**config.mk**
```make
export PLATFORM = sky130hd
export DESIGN_NAME = fir_stream_driver
export DESIGN_NICKNAME = d
export VERILOG_FILES = /design/src/rtl/fir_stream_driver.sv
export SDC_FILE = /design/constraint.sdc
export NUM_CORES = 1
export LEC_CHECK = 0
export CAP_MARGIN = 20
export CORE_ASPECT_RATIO = 0.6
export CORE_MARGIN = 3
export CORE_UTILIZATION = 45
export CTS_BUF_LIST = sky130_fd_sc_hd__clkbuf_16
export DETAILED_ROUTE_END_ITERATION = 10
export DONT_BUFFER_PORTS = 1
export GPL_ROUTABILITY_DRIVEN = 0
export PLACE_DENSITY_LB_ADDON = 0.15
export SETUP_SLACK_MARGIN = 0.15
export SLEW_MARGIN = 20
export SYNTH_ARGS = -nofsm -noshare
export SYNTH_HDL_FRONTEND = slang
export SYNTH_SLANG_ARGS = --single-unit
```
**constraint.sdc**
```tcl
create_clock -name clk -period 2.15 [get_ports clk]
set_clock_uncertainty 0.15 [all_clocks]
set_input_delay 0.3225 -clock clk [delete_from_list [all_inputs] [get_ports clk]]
set_output_delay 0.3225 -clock clk [all_outputs]
set_load 0.01 [all_outputs]
```
**src/rtl/fir_stream_driver.sv**
```systemverilog
// fir_stream_driver: initiator side of the FIR sample handshake.
// Takes one upstream sample at a time and presents it to the FIR with a one-cycle valid pulse.
// It waits for the FIR result, then rescales and saturates that result back to sample width.
// The result is delivered on a downstream ready/valid stream.
module fir_stream_driver #(
    parameter int unsigned WIDTH_IN  = 16,
    parameter int unsigned WIDTH_OUT = 38,
    parameter int unsigned SHIFT     = 15,
    parameter int unsigned TIMEOUT   = 255
) (
    input  logic                 clk,
    input  logic                 rst,
    input  logic [WIDTH_IN-1:0]  s_data,
    input  logic                 s_valid,
    output logic                 s_ready,
    output logic [WIDTH_IN-1:0]  fir_in,
    output logic                 fir_in_valid,
    input  logic [WIDTH_OUT-1:0] fir_out,
    input  logic                 fir_out_valid,
    output logic [WIDTH_IN-1:0]  m_data,
    output logic                 m_sat,
    output logic                 m_valid,
    input  logic                 m_ready,
    output logic                 timeout_err,
    output logic [15:0]          done_count
);

    // The wait counter only has to reach TIMEOUT-1.
    localparam int unsigned CNT_W = (TIMEOUT > 1) ? $clog2(TIMEOUT) : 1;
    localparam logic [CNT_W-1:0] CNT_LAST = CNT_W'(TIMEOUT - 1);

    // Sample-width saturation limits, sign-extended to the FIR output width.
    localparam logic signed [WIDTH_OUT-1:0] SAT_MAX =
        {{(WIDTH_OUT-WIDTH_IN+1){1'b0}}, {(WIDTH_IN-1){1'b1}}};
    localparam logic signed [WIDTH_OUT-1:0] SAT_MIN =
        {{(WIDTH_OUT-WIDTH_IN+1){1'b1}}, {(WIDTH_IN-1){1'b0}}};

    typedef enum logic [1:0] {StIdle, StIssue, StWait, StHold} state_t;

    state_t              state_q, state_d;
    logic [WIDTH_IN-1:0] fir_in_q, fir_in_d;
    logic [WIDTH_IN-1:0] m_data_q, m_data_d;
    logic                m_sat_q, m_sat_d;
    logic                timeout_err_q, timeout_err_d;
    logic [15:0]         done_count_q, done_count_d;
    logic [CNT_W-1:0]    wait_q, wait_d;

    logic signed [WIDTH_OUT-1:0] scaled;
    logic [WIDTH_IN-1:0]         sat_data;
    logic                        sat_flag;

    // Rescale the FIR result (floor shift) and clip it to the signed sample range.
    always_comb begin
        scaled   = $signed(fir_out) >>> SHIFT;
        sat_data = scaled[WIDTH_IN-1:0];
        sat_flag = 1'b0;
        if (scaled > SAT_MAX) begin
            sat_data = {1'b0, {(WIDTH_IN-1){1'b1}}};
            sat_flag = 1'b1;
        end else if (scaled < SAT_MIN) begin
            sat_data = {1'b1, {(WIDTH_IN-1){1'b0}}};
            sat_flag = 1'b1;
        end
    end

    // Next-state and datapath updates for the one-sample-in-flight handshake.
    always_comb begin
        state_d       = state_q;
        fir_in_d      = fir_in_q;
        m_data_d      = m_data_q;
        m_sat_d       = m_sat_q;
        timeout_err_d = timeout_err_q;
        done_count_d  = done_count_q;
        wait_d        = wait_q;
        unique case (state_q)
            StIdle: begin
                if (s_valid) begin
                    fir_in_d = s_data;
                    state_d  = StIssue;
                end
            end
            StIssue: begin
                wait_d  = '0;
                state_d = StWait;
            end
            StWait: begin
                // A result in the last wait cycle still beats the timeout.
                if (fir_out_valid) begin
                    m_data_d = sat_data;
                    m_sat_d  = sat_flag;
                    state_d  = StHold;
                end else if (wait_q == CNT_LAST) begin
                    timeout_err_d = 1'b1;
                    state_d       = StIdle;
                end else begin
                    wait_d = wait_q + CNT_W'(1);
                end
            end
            StHold: begin
                if (m_ready) begin
                    done_count_d = done_count_q + 16'd1;
                    state_d      = StIdle;
                end
            end
            default: state_d = StIdle;
        endcase
    end

    // State and datapath registers; async reset discards any in-flight work.
    always_ff @(posedge clk or posedge rst) begin
        if (rst) begin
            state_q       <= StIdle;
            fir_in_q      <= '0;
            m_data_q      <= '0;
            m_sat_q       <= 1'b0;
            timeout_err_q <= 1'b0;
            done_count_q  <= '0;
            wait_q        <= '0;
        end else begin
            state_q       <= state_d;
            fir_in_q      <= fir_in_d;
            m_data_q      <= m_data_d;
            m_sat_q       <= m_sat_d;
            timeout_err_q <= timeout_err_d;
            done_count_q  <= done_count_d;
            wait_q        <= wait_d;
        end
    end

    assign s_ready      = (state_q == StIdle);
    assign fir_in_valid = (state_q == StIssue);
    assign m_valid      = (state_q == StHold);
    assign fir_in       = fir_in_q;
    assign m_data       = m_data_q;
    assign m_sat        = m_sat_q;
    assign timeout_err  = timeout_err_q;
    assign done_count   = done_count_q;

endmodule

```
Yosys cells after proc, flatten, opt, wreduce, memory -nomap -nowiden
Cells that the tools add are included.
{ "word_totals": {"elab_cells": 41, "mem_bits_rw": 0, "rom_bits": 0, "n_memories": 0, "register_bits": 60, "latchBits": 0, "input_bits": 59} }
{ "op_classes": {"shift": 0, "n_lt_le_gt_ge": 2, "add_sub_neg": 2, "mul": 0, "div": 0, "n_eq_ne": 9, "reduce_logical": 8, "n_mux": 12, "bitwise_logic": 1} }
{ "ops": {"columns": ["operator", "n"], "rows": [
  ["16-bit two-way mux", 2],
  ["23-bit by 16-bit greater-than comparator with 1-bit output, second input constant", 1],
  ["23-bit by 16-bit < comparator with 1-bit output, second input constant", 1],
  ["16-bit by 1-bit adder with 16-bit output, second input constant", 1],
  ["8-bit two-way mux", 2],
  ["8-bit one-hot mux with 2 select lines", 1],
  ["3-bit AND reduction", 3],
  ["8-bit by 1-bit adder with 8-bit output, second input constant", 1],
  ["8-bit equality test, second input constant", 1],
  ["2-bit two-way mux", 4],
  ["2-bit one-hot mux with 4 select lines", 1],
  ["2-bit != test, second input constant", 3],
  ["2-bit AND reduction", 3],
  ["2-bit equality test, second input constant", 2],
  ["3-bit != test, second input constant", 1],
  ["2-bit by 1-bit equality test with 1-bit output, second input constant", 1],
  ["2-bit logical NOT", 1],
  ["1-bit two-way mux", 2],
  ["2-bit by 1-bit != test with 1-bit output, second input constant", 1],
  ["2-bit nonzero test", 1],
  ["1-bit inverter", 1]
]} }

Logic depth before layout (Yosys ltp)
{ "logic_depth": {"depth_word": 4, "depth_mapped": 7} }

Least setup slack after synthesis
No wires, ideal clock.
{ "synth_path": {"kind": "register -> register", "startpoint": "reg state_q[0]", "endpoint": "reg fir_in_q[0] (netlist: fir_in[0])", "setup_time_ps": 125, "synth_period_minus_slack_ps": 1900, "stages_incl_launch_ff": 6, "setup_slack_ps": 250, "arrival_time_ps": 1626, "required_time_ps": 1875, "path_cell_list": "dfrtp_1 inv_1 ha_1 nand2_1 clkbuf_1 mux2_2"} }
{ "synth_between": {"elab_chain_len": 2} }
{ "synth_rtl": {"columns": ["element", "line_no", "text"], "rows": [
  ["from (decl)", "40", "state_t state_q, state_d;"],
  ["from (signal assigned)", "112", "state_q <= StIdle;"],
  ["from (signal assigned)", "120", "state_q <= state_d;"],
  ["2-bit logical NOT", null, null],
  ["via s_ready", "15", "output logic s_ready,"],
  ["2-bit AND reduction (no source line)", null, null],
  ["to (signal assigned)", "121", "fir_in_q <= fir_in_d;"],
  ["to (decl)", "41", "logic [WIDTH_IN-1:0] fir_in_q, fir_in_d;"]
]} }
The timed path passes the listed nets, and every way through them passes these cells.
A chain may end at the register's enable or synchronous reset.

Worst setup path after layout
{ "layout_path": {"startpoint": "reg state_q[0]", "endpoint": "reg done_count_q[15] (netlist: done_count[15])"} }
{ "layout_between": {"elab_chain_len": 2} }
{ "layout_rtl": {"columns": ["element", "line_no", "text"], "rows": [
  ["2-bit equality test", "75", "unique case (state_q)"],
  ["2-bit AND reduction (no source line)", null, null],
  ["to (signal assigned)", "125", "done_count_q <= done_count_d;"],
  ["to (decl)", "45", "logic [15:0] done_count_q, done_count_d;"]
]} }
No other way between the ends.

==> metrics.cfg <==
[detailed_routing]
dr.first_iter.drc_count = 86
viasPerCell = 5.56
vias = 1856
routed_wl_um = 6340
ant_nets = 0
wl_per_cell_um = 19.0
first_pass_iters = 5
remaining_drc_errors = 0

[power]
leakagePower_uw = 0.00149
ir_drop_uv = 810
p_per_area_nw_per_um2 = 1400

[timing]
whs_ps = 4.39
setup_ws_ps = 187
setup_viol = 0
worstMarginPinSlew_ps = 573
slew_violations = 0
hold_violations = 0
period_share = 0.913
fin_crit_ps = 1960
fmax_mhz = 509
relSlewSlack = 0.617
rsz0062_at_grt = false
setup_tns_ps = 0

[synthesis]
synthFlopType = dfrtp_1
ys_top_cells_by_area = dfrtp_1, mux2_2, a221o_1
synthCells = 210
synth_warnings = 0
synth_nets = 276
postSynthAreaPerCell_um2 = 12.4
synth_edf_count = 0
synth-async-reset-ratio = 1.00
synth-seq-cells = 60
synth_area_um2 = 2610
synth_area_leader_cell = dfrtp_1
synth_top_cell_area_share = 0.576
yosysUniqueCellTypes = 37
seq_area_frac_synth = 0.576

[final_layout]
nets = 318
design_area_um2 = 3430
diodes = 0
final_layout_size_suffix_gt1_frac = 0.214
area_growth_pct = 31.4

[worst_setup_path]
r2r-start = state_q[0]$_DFFE_PP0P_
worstPathMaxFanout = 3
worst_ep_arrival_time_ps = 2050
required_ps = 2240
endpoint_kind = flop
r2r_slack_ps = 190
reg2reg_to = done_count[15]$_DFFE_PP0P_
start_kind = flop
critPathKind = flop to flop
r2r.worst_path.cells = 6

[clocking]
cts_buffers = 9
clk_pin_slew_worst_paths_ps = 50
htree_levels = 3
cts_tree = done
cts_sinks = 60
clk_path_buf_depth = 2
root_buffer = clkbuf_16
insertion_delay_ps = 320

[hold_path]
min_to = m_data[11]$_DFFE_PP0P_
hold_path_class = input port to flop
min_path_cells = 1
hp-start = fir_out[26]

[global_routing]
gr-total-overflow = 0
grt_pass1_wl_um = 9890
antenna_found_initial = 0
grt_max_degree = 36
grt.total_usage = 0.190
grt_pass1_vias = 1948

[status]
status = finished clean

[floorplan]
die_w_um = 104
pin_count = 112
start_util = 0.489
dieArea_um2 = 6780
die_y_um = 65.0
row_count = 20
core_area_um2 = 5330

[placed_design]
dpl_cell_area_um2 = 2730
dp_hpwl_um = 4240
pre_cts_ws_ps = 56.1
io_buffers = 0

[job]
cap_viol_max_count = 0

## stage by stage
step                power [uW]   util  instances
floorplan                 2670      -        210
global placement          2910  0.513        287
global route              5020  0.643        334
detailed placement        2970  0.513        287
finish                    4800  0.643        334
CTS                       4640  0.620        326
## metal layers
metal	vias up	global-route usage	routed length [um]
li1	856	-	-
met4	0	0.0663	84
met1	911	0.215	2550
met3	10	0.0826	471
met2	79	0.326	3230
met5	-	0	0
## cells in the final DEF, fill, tap and decap left out, types with 2 or more instances in the layout
cell           synthesis  routed
o21ai_0                4       4
xnor2_1               11      11
clkbuf_16              0       9
nor2_1                11      10
nand3_1                7       7
ha_1                   7       5
a221o_1               15      15
a21o_1                 2       2
nand4_1                9       9
a21oi_1                6       5
o41ai_1                2       2
or3_1                  2       2
inv_2                  0       2
nand2b_1               3       3
o31ai_1                2       2
nand2_1               15      15
buf_4                  1       8
nor2b_1                2       2
dlygate4sd3_1          0      28
ha_4                   0       2
clkinv_2               0       2
bufinv_16              0       3
xor2_1                 6       6
dfrtp_1               60      59
inv_1                  5       5
mux2_2                18      18
and3_1                 2       2
## flip-flops by register name, summed over array words and instances, names as in the netlist
| register | count |
|---|---|
| wait_q | 8 |
| done_count | 16 |
| m_data | 16 |
| fir_in | 16 |
| timeout_err | 1 |
| m_sat | 1 |
| state_q | 2 |
## cells by family (layout without fill, tap and decap cells)
group | after synthesis | after routing | synth area share
mux | 18 | 18 | 0.0777
buf+inv | 11 | 58 | 0.0187
flops | 60 | 60 | 0.576
xor+xnor | 17 | 17 | 0.0571
compound gates | 36 | 36 | 0.109
fa+ha+maj | 7 | 7 | 0.0336
simple gates | 61 | 61 | 0.128
## critical path: stages (launching register included)
cell and delay (ps):
dfrtp_1 340, buf_4 120, ha_1 170, nand4_1 130, or4b_4 570, nor2_1 220, xor2_1 180
## repair_timing
item	CTS	global route
cloned	0	0
hold buffers	23	5
resized for setup	3	9
setup buffers	0	3
hold endpoints to repair	48	5
endpoints found under the setup margin	18	21
## cells in the mapped netlist (3+ instances only)
library cell  count
a21oi_1           6
ha_1              7
buf_2             3
mux2_2           18
dfrtp_1          60
xnor2_1          11
nor2_1           11
nand2_1          15
xor2_1            6
o21ai_0           4
a221o_1          15
nand2b_1          3
inv_1             5
nand4_1           9
nand3_1           7
## worst max path at each step
stage,from,endpoint,slack [ps],depth (start not counted)
3_3_place_gp,state_q[0]$_DFFE_PP0P_,wait_q[5]$_DFFE_PP0P_,120,6
4_1_cts,state_q[0]$_DFFE_PP0P_,wait_q[5]$_DFFE_PP0P_,140,6
2_1_floorplan,rst,done_count[0]$_DFFE_PP0P_,190,1
3_5_place_dp,state_q[1]$_DFFE_PP0P_,wait_q[5]$_DFFE_PP0P_,60,6
6_report,state_q[0]$_DFFE_PP0P_,done_count[15]$_DFFE_PP0P_,190,6
5_1_grt,state_q[0]$_DFFE_PP0P_,done_count[15]$_DFFE_PP0P_,140,6
## cell type report
type / count / area (um^2)
Clock buffer: 9 / 225
Clock inverter: 7 / 108
Fill cell: 414 / 1900
Inverter: 5 / 18.8
Multi-Input combinational cell: 139 / 1120
Sequential cell: 60 / 1500
Tap cell: 77 / 96.3
Timing Repair Buffer: 37 / 360
## report_power, final
part           internal, uW  switching, uW  total, uW  leakage, uW
clock                  1120            479       1600     0.000172
sequential             1510            501       2010     0.000758
combinational           661            530       1190     0.000565
No activity file was read; power rests on OpenSTA's default activity.
